$ cat config.mk
export PLATFORM = sky130hd
export DESIGN_NAME = matrix_ascii_encoder_flat
export DESIGN_NICKNAME = d
export VERILOG_FILES = /design/src/rtl/matrix_ascii_encoder_if.sv /design/src/rtl/matrix_ascii_encoder.sv /design/src/flat_wrapper.sv
export SDC_FILE = /design/constraint.sdc
export NUM_CORES = 1
export LEC_CHECK = 0
export ABC_AREA = 1
export CORE_MARGIN = 4
export CORE_UTILIZATION = 60
export DETAILED_ROUTE_END_ITERATION = 10
export PLACE_DENSITY_LB_ADDON = 0.15
export SLEW_MARGIN = 20
export SYNTH_ARGS = -nofsm -noshare
export SYNTH_HDL_FRONTEND = slang
export SYNTH_SLANG_ARGS = --single-unit
$ cat constraint.sdc
create_clock -name clk -period 5.93 [get_ports clk]
set_clock_uncertainty 0.05 [all_clocks]
set_input_delay 1.186 -clock clk [delete_from_list [all_inputs] [get_ports clk]]
set_output_delay 1.186 -clock clk [all_outputs]
set_load 0.03 [all_outputs]
$ cat src/rtl/matrix_ascii_encoder_if.sv
// Request, element-memory and UART-transmitter signals of the matrix ASCII encoder.
interface matrix_ascii_encoder_if;
  logic       start;
  logic [3:0] matrix_id;
  logic [2:0] dim_m;
  logic [2:0] dim_n;
  logic [4:0] elem_addr;
  logic [7:0] elem_data;
  logic [7:0] tx_data;
  logic       tx_start;
  logic       tx_busy;
  logic       busy;
  logic       done;
  logic       error;

  modport slave (
    input  start, matrix_id, dim_m, dim_n, elem_data, tx_busy,
    output elem_addr, tx_data, tx_start, busy, done, error
  );

  modport master (
    output start, matrix_id, dim_m, dim_n, elem_data, tx_busy,
    input  elem_addr, tx_data, tx_start, busy, done, error
  );
endinterface

$ cat src/rtl/matrix_ascii_encoder.sv
// Streams a stored m x n matrix as an ASCII header plus decimal rows, one byte at a time,
// to a UART transmitter; all outputs are registered.
module matrix_ascii_encoder (
  input  logic                         clk,
  input  logic                         rst,
  matrix_ascii_encoder_if.slave        bus_io
);

  typedef enum logic [2:0] {IDLE, CHECK, HDR, FETCH, CONV, EMIT, WAIT, FIN} state_e;

  state_e     state_q, state_d;
  logic [3:0] id_q, id_d;
  logic [2:0] m_q, m_d, n_q, n_d;
  logic       bad_q, bad_d;
  logic [3:0] hdr_idx_q, hdr_idx_d;
  logic [2:0] row_q, row_d, col_q, col_d;
  logic [4:0] elem_cnt_q, elem_cnt_d;
  logic [3:0] dig_h_q, dig_h_d, dig_t_q, dig_t_d, dig_o_q, dig_o_d;
  logic [1:0] ndig_q, ndig_d;
  logic [2:0] pos_q, pos_d;
  logic       load_q, load_d, in_elem_q, in_elem_d, first_q, first_d;
  logic [4:0] addr_q, addr_d;
  logic [7:0] tx_data_q, tx_data_d;
  logic       tx_start_q, tx_start_d, busy_q, busy_d, done_q, done_d, error_q, error_d;

  logic       last_col_s;
  logic [2:0] elem_len_s, row_nx_s, col_nx_s;
  logic [4:0] last_elem_s;

  function automatic logic [7:0] hdr_byte(input logic [3:0] idx, input logic [3:0] id,
                                          input logic [2:0] m, input logic [2:0] n);
    case (idx)
      4'd0:    hdr_byte = 8'h4D;
      4'd1:    hdr_byte = 8'h30 + {4'h0, id};
      4'd2:    hdr_byte = 8'h3A;
      4'd3:    hdr_byte = 8'h30 + {5'd0, m};
      4'd4:    hdr_byte = 8'h78;
      4'd5:    hdr_byte = 8'h30 + {5'd0, n};
      4'd6:    hdr_byte = 8'h0D;
      default: hdr_byte = 8'h0A;
    endcase
  endfunction

  // Digits are stored hundreds/tens/ones; sel skips the leading zeros.
  function automatic logic [7:0] elem_byte(input logic [2:0] pos, input logic [1:0] ndig,
                                           input logic [3:0] h, input logic [3:0] t,
                                           input logic [3:0] o, input logic last_col);
    logic [1:0] sel;
    sel = pos[1:0] + (2'd3 - ndig);
    if (pos < {1'b0, ndig}) begin
      case (sel)
        2'd0:    elem_byte = 8'h30 + {4'h0, h};
        2'd1:    elem_byte = 8'h30 + {4'h0, t};
        default: elem_byte = 8'h30 + {4'h0, o};
      endcase
    end else if (last_col) begin
      elem_byte = (pos == {1'b0, ndig}) ? 8'h0D : 8'h0A;
    end else begin
      elem_byte = 8'h20;
    end
  endfunction

  function automatic logic [4:0] addr_of(input logic [2:0] r, input logic [2:0] c,
                                         input logic [2:0] n);
    addr_of = ({2'b00, r} * {2'b00, n}) + {2'b00, c};
  endfunction

  // Derived per-element quantities and next row/column position.
  always_comb begin
    last_col_s  = (col_q == n_q - 3'd1);
    elem_len_s  = {1'b0, ndig_q} + (last_col_s ? 3'd2 : 3'd1);
    last_elem_s = ({2'b00, m_q} * {2'b00, n_q}) - 5'd1;
    if (last_col_s) begin
      row_nx_s = row_q + 3'd1;
      col_nx_s = 3'd0;
    end else begin
      row_nx_s = row_q;
      col_nx_s = col_q + 3'd1;
    end
  end

  // Next-state and output logic of the encoder FSM.
  always_comb begin
    state_d = state_q;    id_d = id_q;       m_d = m_q;           n_d = n_q;
    bad_d = bad_q;        hdr_idx_d = hdr_idx_q;
    row_d = row_q;        col_d = col_q;     elem_cnt_d = elem_cnt_q;
    dig_h_d = dig_h_q;    dig_t_d = dig_t_q; dig_o_d = dig_o_q;   ndig_d = ndig_q;
    pos_d = pos_q;        load_d = load_q;   in_elem_d = in_elem_q; first_d = first_q;
    addr_d = addr_q;      tx_data_d = tx_data_q;
    tx_start_d = 1'b0;    busy_d = busy_q;   done_d = 1'b0;       error_d = 1'b0;
    case (state_q)
      IDLE, FIN: begin
        if (bus_io.start && !busy_q) begin
          id_d       = bus_io.matrix_id;
          m_d        = bus_io.dim_m;
          n_d        = bus_io.dim_n;
          bad_d      = (bus_io.matrix_id > 4'd9) || (bus_io.dim_m == 3'd0) ||
                       (bus_io.dim_m > 3'd5) || (bus_io.dim_n == 3'd0) || (bus_io.dim_n > 3'd5);
          error_d    = bad_d;
          busy_d     = 1'b1;
          hdr_idx_d  = 4'd0;
          row_d      = 3'd0;
          col_d      = 3'd0;
          elem_cnt_d = 5'd0;
          pos_d      = 3'd0;
          in_elem_d  = 1'b0;
          state_d    = CHECK;
        end else begin
          addr_d  = 5'd0;
          state_d = IDLE;
        end
      end
      CHECK: begin
        if (bad_q) begin
          busy_d  = 1'b0;
          state_d = IDLE;
        end else if (!bus_io.tx_busy) begin
          tx_data_d  = hdr_byte(4'd0, id_q, m_q, n_q);
          tx_start_d = 1'b1;
          hdr_idx_d  = 4'd1;
          state_d    = EMIT;
        end else begin
          state_d = HDR;
        end
      end
      HDR: begin
        if (!bus_io.tx_busy) begin
          tx_data_d  = hdr_byte(hdr_idx_q, id_q, m_q, n_q);
          tx_start_d = 1'b1;
          hdr_idx_d  = hdr_idx_q + 4'd1;
          state_d    = EMIT;
        end else begin
          state_d = HDR;
        end
      end
      FETCH: begin
        load_d  = 1'b1;
        state_d = CONV;
      end
      CONV: begin
        if (load_q) begin
          dig_h_d   = 4'(bus_io.elem_data / 8'd100);
          dig_t_d   = 4'((bus_io.elem_data / 8'd10) % 8'd10);
          dig_o_d   = 4'(bus_io.elem_data % 8'd10);
          ndig_d    = (bus_io.elem_data >= 8'd100) ? 2'd3 :
                      ((bus_io.elem_data >= 8'd10) ? 2'd2 : 2'd1);
          pos_d     = 3'd0;
          load_d    = 1'b0;
          in_elem_d = 1'b1;
        end else if (!bus_io.tx_busy) begin
          tx_data_d  = elem_byte(pos_q, ndig_q, dig_h_q, dig_t_q, dig_o_q, last_col_s);
          tx_start_d = 1'b1;
          pos_d      = pos_q + 3'd1;
          state_d    = EMIT;
        end else begin
          state_d = CONV;
        end
      end
      EMIT: begin
        first_d = 1'b1;
        state_d = WAIT;
      end
      WAIT: begin
        // The UART may not raise tx_busy until a cycle after the strobe.
        if (first_q) begin
          first_d = 1'b0;
        end else if (!bus_io.tx_busy) begin
          if (hdr_idx_q < 4'd8) begin
            state_d = HDR;
          end else if (!in_elem_q) begin
            addr_d  = addr_of(row_q, col_q, n_q);
            state_d = FETCH;
          end else if (pos_q < elem_len_s) begin
            state_d = CONV;
          end else if (elem_cnt_q >= last_elem_s) begin
            done_d  = 1'b1;
            busy_d  = 1'b0;
            addr_d  = 5'd0;
            state_d = FIN;
          end else begin
            row_d      = row_nx_s;
            col_d      = col_nx_s;
            elem_cnt_d = elem_cnt_q + 5'd1;
            addr_d     = addr_of(row_nx_s, col_nx_s, n_q);
            state_d    = FETCH;
          end
        end else begin
          state_d = WAIT;
        end
      end
      default: begin
        busy_d  = 1'b0;
        addr_d  = 5'd0;
        state_d = IDLE;
      end
    endcase
  end

  // State and output registers with synchronous reset.
  always_ff @(posedge clk) begin
    if (rst) begin
      state_q <= IDLE;   id_q <= 4'd0;      m_q <= 3'd0;        n_q <= 3'd0;
      bad_q <= 1'b0;     hdr_idx_q <= 4'd0;
      row_q <= 3'd0;     col_q <= 3'd0;     elem_cnt_q <= 5'd0;
      dig_h_q <= 4'd0;   dig_t_q <= 4'd0;   dig_o_q <= 4'd0;    ndig_q <= 2'd0;
      pos_q <= 3'd0;     load_q <= 1'b0;    in_elem_q <= 1'b0;  first_q <= 1'b0;
      addr_q <= 5'd0;    tx_data_q <= 8'd0; tx_start_q <= 1'b0;
      busy_q <= 1'b0;    done_q <= 1'b0;    error_q <= 1'b0;
    end else begin
      state_q <= state_d;   id_q <= id_d;           m_q <= m_d;           n_q <= n_d;
      bad_q <= bad_d;       hdr_idx_q <= hdr_idx_d;
      row_q <= row_d;       col_q <= col_d;         elem_cnt_q <= elem_cnt_d;
      dig_h_q <= dig_h_d;   dig_t_q <= dig_t_d;     dig_o_q <= dig_o_d;   ndig_q <= ndig_d;
      pos_q <= pos_d;       load_q <= load_d;       in_elem_q <= in_elem_d; first_q <= first_d;
      addr_q <= addr_d;     tx_data_q <= tx_data_d; tx_start_q <= tx_start_d;
      busy_q <= busy_d;     done_q <= done_d;       error_q <= error_d;
    end
  end

  assign bus_io.elem_addr = addr_q;
  assign bus_io.tx_data   = tx_data_q;
  assign bus_io.tx_start  = tx_start_q;
  assign bus_io.busy      = busy_q;
  assign bus_io.done      = done_q;
  assign bus_io.error     = error_q;

endmodule

$ cat src/flat_wrapper.sv
// flat-port wrapper written by rule: the top's interface ports become plain ports
module matrix_ascii_encoder_flat 
  (clk, rst, bus_io_start, bus_io_matrix_id, bus_io_dim_m, bus_io_dim_n, bus_io_elem_data, bus_io_tx_busy, bus_io_elem_addr, bus_io_tx_data, bus_io_tx_start, bus_io_busy, bus_io_done, bus_io_error);
  matrix_ascii_encoder_if bus_io_i ();
  input  logic clk;
  input  logic rst;
  input wire logic [$bits(bus_io_i.start)-1:0] bus_io_start;
  input wire logic [$bits(bus_io_i.matrix_id)-1:0] bus_io_matrix_id;
  input wire logic [$bits(bus_io_i.dim_m)-1:0] bus_io_dim_m;
  input wire logic [$bits(bus_io_i.dim_n)-1:0] bus_io_dim_n;
  input wire logic [$bits(bus_io_i.elem_data)-1:0] bus_io_elem_data;
  input wire logic [$bits(bus_io_i.tx_busy)-1:0] bus_io_tx_busy;
  output wire logic [$bits(bus_io_i.elem_addr)-1:0] bus_io_elem_addr;
  output wire logic [$bits(bus_io_i.tx_data)-1:0] bus_io_tx_data;
  output wire logic [$bits(bus_io_i.tx_start)-1:0] bus_io_tx_start;
  output wire logic [$bits(bus_io_i.busy)-1:0] bus_io_busy;
  output wire logic [$bits(bus_io_i.done)-1:0] bus_io_done;
  output wire logic [$bits(bus_io_i.error)-1:0] bus_io_error;
  assign bus_io_i.start = bus_io_start;
  assign bus_io_i.matrix_id = bus_io_matrix_id;
  assign bus_io_i.dim_m = bus_io_dim_m;
  assign bus_io_i.dim_n = bus_io_dim_n;
  assign bus_io_i.elem_data = bus_io_elem_data;
  assign bus_io_i.tx_busy = bus_io_tx_busy;
  assign bus_io_elem_addr = bus_io_i.elem_addr;
  assign bus_io_tx_data = bus_io_i.tx_data;
  assign bus_io_tx_start = bus_io_i.tx_start;
  assign bus_io_busy = bus_io_i.busy;
  assign bus_io_done = bus_io_i.done;
  assign bus_io_error = bus_io_i.error;
  matrix_ascii_encoder u_core (.clk(clk), .rst(rst), .bus_io(bus_io_i));
endmodule
==> out/metrics.yaml, run 1 <==
status: "finished, final reports clean"
ys_warn_count: 0
crit_buf_inv: 3
setup_violations: 0
synth_seq_area_share_pct: 25.3
viasPerCell: 5.64
routed_wl_um: 12500
period_minus_slack_ps: 4640
holdWs_ps: 413
critPathCaptureType: "register"
post_cts_buffers: 0
initial_core_util_pct: 63.1
cts_resized: 0
root_buffer: "clkbuf_8"
synth_edf_count: 0
yosys.area.top_type: "dfxtp_1"
yosysMostFrequentCell: "nand2_1"
synth_top_area_share_pct: 25.3
area_growth_pct: 13.1
rsz0062_at_grt: "false"
critPathArrivalTime_ps: 4870
multi_input_area_um2: 3150
clk_pin_slew_ps: 80
synth.avg_cell_area_um2: 7.05
dieHeight_um: 99.1
slowest_stage: "fa_1"
synth-seq-cells: 63
clock_latency_ps: 360
place_ws_ps: 1390
drt-initial-drc-count: 260
path_delay_family: "adder cells"
setup_slack_ps: 1290
gp_congestion: 0.975
nets: 817
dp_hpwl_um: 9600
synth_area_um2: 4980
grt_pass1_wl_um: 20800
fill_cells: 654
coreArea_um2: 7890
power.leakage_nw: 2.64
grt_overflow: 0
drv_slew: 0
slew_headroom_pct: 50.9
worstMarginPinSlew_ps: 733
first_pass_iters: 5
vias: 4775
async_flop_share_pct: 0
detail-route-antenna-nets: 0
yosys-top-cells-count: "122 x nand2_1, 113 x inv_1, 63 x dfxtp_1"
hp-class: "register to register"
dieArea_um2: 9820
cts_max_level: 3
grt_util_all_layers_pct: 25.7
grt_pass1_vias: 4632
max_stage_delay_ps: 540
row_count: 32
cp.required_ps: 6160
crit_path_cell_trace: "inv_1 > ha_1 > xnor2_1 > xor2_1 > nand2_1 > nor2_1 > xor2_1 > inv_1 > nand2_1 > fa_1 > fa_1 > inv_1 > ha_1 > a21o_1 > a21oi_1 > xor2_1 > xnor2_1 > o21ai_0 > nand3_1 > a21oi_1"
synthDistinctLibCells: 53
peakVddDrop_mv: 0.217
io_buffers: 37
synth_area_leaders: "dfxtp_1 25%, ha_1 12%, nand2_1 9.2%"
critPathKind: "register to register"
cts_inserted_buffers: 9
numClockSinks: 63
period_share_pct: 78.3
clock_path_buffers: 2
seq_area_um2: 1260
cp-start-kind: "register"
ios: 39
max_cap_viol_count: 0
ctsHoldBuffers: 0
drc_errors: 0
powerDensity_nw_per_um2: 318
synth_nets: 783
antenna_found_initial: 0
tritoncts: "built"
grt_max_degree: 26
synthFlopType: "dfxtp_1"
crit_fanout: 9
fin_setup_tns_ps: 0
wl_per_cell_um: 14.7
fmax_ghz: 0.215
die_w_um: 99.1
drive_above_1_share_pct: 10.2
synthCells: 706
n_antenna_cell: 0
hold_viol: 0
state kept, by name, indices dropped and copies added, names as in the netlist, 3 cells and up:
register and flops:
u_core.m_q 3, u_core.bus_io.elem_addr 5, u_core.pos_q 3, u_core.id_q 4, u_core.elem_cnt_q 5, u_core.n_q 3
u_core.state_q 3, u_core.dig_o_q 4, u_core.col_q 3, u_core.row_q 3, u_core.bus_io.tx_data 7, u_core.hdr_idx_q 4
u_core.dig_t_q 4
final timing paths:
check                     from                         end  slack, ps  cells past startpoint
max              u_core.n_q[0]  u_core.bus_io.elem_addr[4]       1290                     20
min          u_core.dig_o_q[0]           u_core.dig_o_q[0]        410                      2
max reg2reg      u_core.n_q[0]  u_core.bus_io.elem_addr[4]       1290                     20
min reg2reg  u_core.dig_o_q[0]           u_core.dig_o_q[0]        410                      2
layer usage:
metal	vias up	share of wire [%]	track usage [%]	wire (um)
li1	2376	-	-	-
met1	2205	42	30.8	5220
met2	159	49	45.3	6140
met3	35	5.7	4.84	705
met4	0	3.3	9.98	409
met5	-	0	0	0
cells in the final DEF, fill, tap and decap left out, types with 9 or more instances in the layout:
cell type,n
a21oi_1,56
clkbuf_8,10
clkdlybuf4s50_1,37
dfxtp_1,63
fa_1,9
ha_1,46
inv_1,113
nand2_1,122
nand2_2,18
nand2_4,9
nand3_1,31
nand4_1,9
nor2_1,50
nor3_1,14
o21ai_0,48
xnor2_1,10
xor2_1,12
worst reg2reg max path, cell delays in order (launching register included):
cell and delay (ps):
dfxtp_1 530, inv_1 180, ha_1 240, xnor2_1 170
xor2_1 170, nand2_1 240, nor2_1 200, xor2_1 240
inv_1 110, nand2_1 80, fa_1 450, fa_1 540
inv_1 70, ha_1 290, a21o_1 150, a21oi_1 180
xor2_1 220, xnor2_1 100, o21ai_0 140, nand3_1 80
a21oi_1 160
final cells by class:
cell class                 instances  share of cell area (%)
multi-input combinational        500                    55.9
sequential                        63                    22.4
inverter                         126                    8.78
timing repair buffer              40                    6.98
clock buffer                      10                    2.44
tap                              102                    2.27
clock inverter                     6                    1.24
through the flow:
stage	instance area (um^2)	cells	total power, mW	util, %
2_1_floorplan	4980	706	1.17	-
3_3_place_gp	5420	831	1.36	68.8
3_5_place_dp	5420	831	1.39	68.8
4_1_cts	5630	847	1.78	71.4
5_1_grt	5630	847	1.91	71.4
6_report	5630	847	1.79	71.4
where the power goes:
group	internal, mW	switching (mW)
registers	0.497	0.0669
clock network	0.207	0.186
logic	0.284	0.549
kinds of logic after synthesis:
logic type | synth area share (%)
fa+ha+maj | 15.2
simple gates | 26.6
compound gates | 17.5
xor+xnor | 3.87
flops | 25.3
buf+inv | 11.5
other cells | 0.0753
(Power assumes the default switching activity.)
==> run 2, diff against run 1 <==
--- a/config.mk
+++ b/config.mk
@@ -7,7 +7,7 @@
 export LEC_CHECK = 0
 export ABC_AREA = 1
 export CORE_MARGIN = 4
-export CORE_UTILIZATION = 60
+export CORE_UTILIZATION = 54
 export DETAILED_ROUTE_END_ITERATION = 10
 export PLACE_DENSITY_LB_ADDON = 0.15
 export SLEW_MARGIN = 20
==> constraint.sdc (replaced) <==
create_clock -name clk -period 3.9 [get_ports clk]
set_clock_uncertainty 0.05 [all_clocks]
set_input_delay 0.78 -clock clk [delete_from_list [all_inputs] [get_ports clk]]
set_output_delay 0.78 -clock clk [all_outputs]
set_load 0.03 [all_outputs]
==> run 2 against run 1 <==
Against the previous run: design area grew 5.8%; via count decreased by 0.29%; combinational power increased by 78%; hold slack improved by 11 ps; register-to-register slack got worse by 1200 ps; sequential share of layout area down 1.2 points; worst setup slack worse by 1200 ps; non-clock buffer count is 25 higher; largest power group unchanged; clock power increased by 47%; sequential power rose by 47%; core utilization shrank 4.1 points.
==> out/metrics.yaml, run 2 (synthesis gave the netlist of run 1 again) <==
status: "finished, final reports clean"
grt_overflow: 0
ios: 39
root_buffer: "clkbuf_8"
largest_reg_flops: 7
power.leakage_nw: 2.81
clock_latency_ps: 340
cts_inserted_buffers: 9
n_antenna_cell: 0
setup_violations: 0
r2r_cells: 20
nets: 842
rsz0062_at_grt: "true"
cp.required_ps: 4130
clk_pin_slew_ps: 70
final_area_um2: 5960
final_cell_mix: "118 x nand2_1, 109 x inv_1, 61 x dfxtp_1"
drc_errors: 0
powerDensity_nw_per_um2: 484
max_cap_viol_count: 0
dp_hpwl_um: 9380
cts_max_level: 3
grt_max_degree: 32
coreArea_um2: 8850
cp_common_cell: "inv_2"
hold_viol: 0
fin_setup_tns_ps: 0
viasPerCell: 5.43
tritoncts: "built"
drv_slew: 0
ctsHoldBuffers: 0
fill_cells: 777
crit_buf_inv: 3
antenna_found_initial: 0
die_w_um: 104
routed_wl_um: 12300
max_stage_delay_ps: 510
multi_input_area_um2: 3280
numClockSinks: 63
grt_pass1_wl_um: 20900
holdPathStages: 2
area_growth_pct: 19.6
cp-start-kind: "register"
place_area_um2: 5560
path_depth: 20
period_minus_slack_ps: 3830
detail-route-antenna-nets: 0
critPathKind: "register to register"
hp-class: "register to register"
peakVddDrop_mv: 0.417
grt_util_all_layers_pct: 23.0
crit_fanout: 4
seq_area_um2: 1260
clock_path_buffers: 2
path_delay_family: "adder cells"
drt-initial-drc-count: 301
vias: 4761
drive_above_1_share_pct: 16.4
first_pass_iters: 5
layout_commonest_cell: "nand2_1"
crit_path_cell_trace: "inv_2 > ha_4 > xnor2_2 > xor2_1 > nand2_2 > nor2_4 > xor2_2 > inv_2 > nand2_2 > fa_1 > fa_1 > inv_2 > ha_4 > a21o_1 > a21oi_2 > xor2_1 > xnor2_1 > o21ai_1 > nand3_1 > a21oi_2"
wl_per_cell_um: 14.0
fmax_ghz: 0.261
critPathCaptureType: "register"
gp_congestion: 0.870
slowest_stage: "fa_1"
critPathArrivalTime_ps: 4060
grt_pass1_vias: 4546
dieHeight_um: 104
dieArea_um2: 10800
io_buffers: 37
initial_core_util_pct: 56.3
period_share_pct: 98.3
row_count: 34
-- run 2: worst paths after layout --
check / from / to / slack, ps
max: u_core.n_q[1] / u_core.bus_io.elem_addr[4] / 70
min: u_core.dig_o_q[3] / u_core.dig_o_q[3] / 420
max reg2reg: u_core.n_q[1] / u_core.bus_io.elem_addr[4] / 70
min reg2reg: u_core.dig_o_q[3] / u_core.dig_o_q[3] / 420
-- run 2: final cells by class --
cell class	instances	share of cell area (%)
repair buffers	65	9.81
inverters	126	8.30
well taps	108	2.27
multi-input cells	500	55.1
clock buffers	11	2.54
flip-flops and latches	63	21.2
clock inverters	4	0.756
-- run 2: stage by stage --
step | hold WS, ps | setup WS [ps] | std cells | utilization [%] | power [mW]
2_1_floorplan | 380 | 0.149 | 706 | - | 1.80
3_3_place_gp | 396 | 13.8 | 853 | 62.8 | 2.18
3_5_place_dp | 403 | -152 | 853 | 62.8 | 2.22
4_1_cts | 426 | -1.04 | 875 | 65.8 | 2.82
5_1_grt | 451 | -150 | 877 | 67.3 | 3.10
6_report | 423 | 68.1 | 877 | 67.3 | 2.88
-- run 2: repair_timing --
item,in CTS,in global routing
setup endpoints to repair,4,13
resized for setup,5,26
pin swaps,7,18
setup buffers,7,2
-- run 2: tightest hold or removal path, delay by kind of cell (launching register included) --
family           cells  cell delay [ps]
AND/OR/NAND/NOR      1               60
flip-flops           1              310
AO/OA/AOI/OAI        1               60
-- run 2: layer usage --
layer | vias up | wire, um | track usage, %
met3 | 18 | 587 | 4.78
met4 | 0 | 142 | 5.03
li1 | 2417 | - | -
met2 | 125 | 6150 | 41.4
met5 | - | 0 | 0
met1 | 2201 | 5420 | 28.1
-- run 2: power by group --
| group | internal (mW) | leakage, nW | total [mW] | switching, mW |
|---|---|---|---|---|
| sequential | 0.759 | 0.513 | 0.827 | 0.0684 |
| clock | 0.323 | 0.105 | 0.576 | 0.253 |
| combinational | 0.548 | 2.19 | 1.48 | 0.932 |
| total | 1.63 | 2.81 | 2.88 | 1.25 |
==> run 3, diff against run 2 <==
--- a/config.mk
+++ b/config.mk
@@ -7,7 +7,7 @@
 export LEC_CHECK = 0
 export ABC_AREA = 1
 export CORE_MARGIN = 4
-export CORE_UTILIZATION = 54
+export CORE_UTILIZATION = 60
 export DETAILED_ROUTE_END_ITERATION = 10
 export PLACE_DENSITY_LB_ADDON = 0.15
 export SLEW_MARGIN = 20
==> constraint.sdc (replaced) <==
create_clock -name clk -period 4.53 [get_ports clk]
set_clock_uncertainty 0.05 [all_clocks]
set_input_delay 0.906 -clock clk [delete_from_list [all_inputs] [get_ports clk]]
set_output_delay 0.906 -clock clk [all_outputs]
set_load 0.03 [all_outputs]
==> run 3 against run 2 <==
Against the previous run: global-route usage grew 2.1 points; sequential power down 14%; register-to-register slack improved by 300 ps; hold slack gained 8.4 ps; largest power group unchanged; highest routed layer unchanged.
==> out/metrics.yaml, run 3 (synthesis gave the netlist of run 1 again) <==
first_pass_iters: 7
clock_latency_ps: 360
coreArea_um2: 7890
layout_commonest_cell: "nand2_1"
startpoint: "u_core.n_q[1]"
clk_pin_slew_ps: 70
period_share_pct: 91.8
drv_slew: 0
nets: 821
vias: 4774
slowest_stage: "fa_1"
wl_per_cell_um: 14.3
setup_violations: 0
cp-start-kind: "register"
grt_pass1_vias: 4627
switching_share_pct: 44.3
clkPwrFrac_pct: 21.6
antenna_found_initial: 0
grt_overflow: 0
hold_viol: 0
p_comb_share_pct: 48.1
switchingPower_mw: 1.05
r2r_slack_ps: 370
hold_start: "u_core.dig_o_q[0]"
instances_no_fill: 851
crit_fanout: 11
final_cell_mix: "121 x nand2_1, 113 x inv_1, 63 x dfxtp_1"
peakVddDrop_mv: 0.324
cp_common_cell: "nand2_1"
ctsHoldBuffers: 0
max_stage_delay_ps: 600
dp_hpwl_um: 9470
max_cap_viol_count: 0
root_buffer: "clkbuf_8"
total_power_mw: 2.36
reg2reg_from: "u_core.n_q[1]"
detail-route-antenna-nets: 0
status: "finished, final reports clean"
hp-class: "register to register"
grt_max_degree: 26
cp.required_ps: 4710
r2r_end: "u_core.elem_cnt_q[4]"
power.leakage_nw: 2.66
io_buffers: 37
gp_congestion: 0.937
row_count: 32
fmax_ghz: 0.240
n_antenna_cell: 0
initial_core_util_pct: 63.1
p_int_mw: 1.32
cts_resized: 0
ios: 39
worstMarginPinSlew_ps: 624
grt_util_all_layers_pct: 25.1
critPathKind: "register to register"
holdPathStages: 2
critPathArrivalTime_ps: 4340
viasPerCell: 5.61
clock_path_buffers: 2
powerDensity_nw_per_um2: 417
area_growth_pct: 13.9
grt_pass1_wl_um: 20400
critPathCaptureType: "register"
tritoncts: "built"
cts_inserted_buffers: 9
seq_power_share_pct: 30.3
min_to: "u_core.dig_o_q[0]"
period_minus_slack_ps: 4160
place_area_um2: 5450
drt-initial-drc-count: 263
drive_above_1_share_pct: 11.1
dieArea_um2: 9820
drc_errors: 0
die_w_um: 99.1
crit_path_cell_trace: "buf_4 > nand2_1 > ha_1 > fa_1 > inv_1 > ha_1 > nand2_1 > o21ai_0 > xor2_1 > ha_1 > a21oi_1 > o21a_1 > nand3_1 > nand2_1 > nand2_1 > nor2_1 > inv_1 > nor3_2 > and3_1 > nor3_1"
largest_reg_flops: 7
numClockSinks: 63
cts_max_level: 3
dieHeight_um: 99.1
post_cts_buffers: 0
fill_cells: 666
r2r_cells: 20
routed_wl_um: 12100
holdWs_ps: 432
final_area_um2: 5670
placedCellCount: 835
slew_headroom_pct: 58.3
[run 3: changes by cell type in the layout (fill, tap and decap cells not counted), moves of 3 or more]
cell / before / now
clkinvlp_4: 0 / 3
clkinv_2: 3 / 0
o21ai_1: 7 / 4
inv_1: 109 / 113
inv_2: 11 / 7
nand2_1: 118 / 121
buf_4: 27 / 7
o21ai_0: 44 / 48
nand2_2: 22 / 19
[run 3: cell type report]
type	instances	area, um^2	area share [%]
multi-input combinational	500	3160	55.7
clock buffer	10	138	2.43
tap	102	128	2.25
timing repair buffer	44	423	7.46
inverter	126	494	8.72
sequential	63	1260	22.2
clock inverter	6	70.1	1.24
[run 3: worst max-delay path: cells and delay by family, from the launching register on]
kind | cells | cell delay, ps
DFF | 1 | 330
AOI/OAI and AO/OA | 3 | 490
adders and majority gates | 4 | 1440
and+or+nand+nor | 9 | 1130
xor gates and xnor gates | 1 | 170
buffers and inverters | 3 | 420
[run 3: power groups by stage]
stage | Clock (mW) | Sequential, mW | Combinational, mW
6_report | 0.512 | 0.715 | 1.14
5_1_grt | 0.539 | 0.726 | 1.27
4_1_cts | 0.519 | 0.714 | 1.13
3_5_place_dp | 0 | 0.726 | 1.12
3_3_place_gp | 0 | 0.724 | 1.09
2_1_floorplan | 0 | 0.778 | 0.750
[run 3: through the flow]
stage | TNS (ps) | worst slack (ps) | util [%]
final | 0 | 371 | 71.9
after global routing | -6.39 | -6.39 | 71.9
after floorplan | 0 | 390 | -
after detailed placement | 0 | 314 | 69.1
after CTS | 0 | 299 | 71.8
after global placement | 0 | 483 | 69.1
[run 3: metal layers]
layer	vias up	part of all wire [%]	global-route usage, %	wire [um]
met4	0	3.3	9.77	395
met1	2197	41	29.5	4960
met3	40	6.0	4.77	726
met5	-	0	0	0
li1	2381	-	-	-
met2	156	50	44.9	6060
[run 3: how the worst max path moves through the flow]
| stage | endpoint | slack (ps) | cells after the start |
|---|---|---|---|
| 2_1_floorplan | u_core.bus_io.elem_addr[4] | 390 | 21 |
| 3_5_place_dp | u_core.elem_cnt_q[4] | 310 | 20 |
| 5_1_grt | u_core.bus_io.elem_addr[4] | -6 | 18 |
| 6_report | u_core.elem_cnt_q[4] | 370 | 20 |
| 3_3_place_gp | u_core.elem_cnt_q[4] | 480 | 20 |
| 4_1_cts | u_core.elem_cnt_q[4] | 300 | 20 |
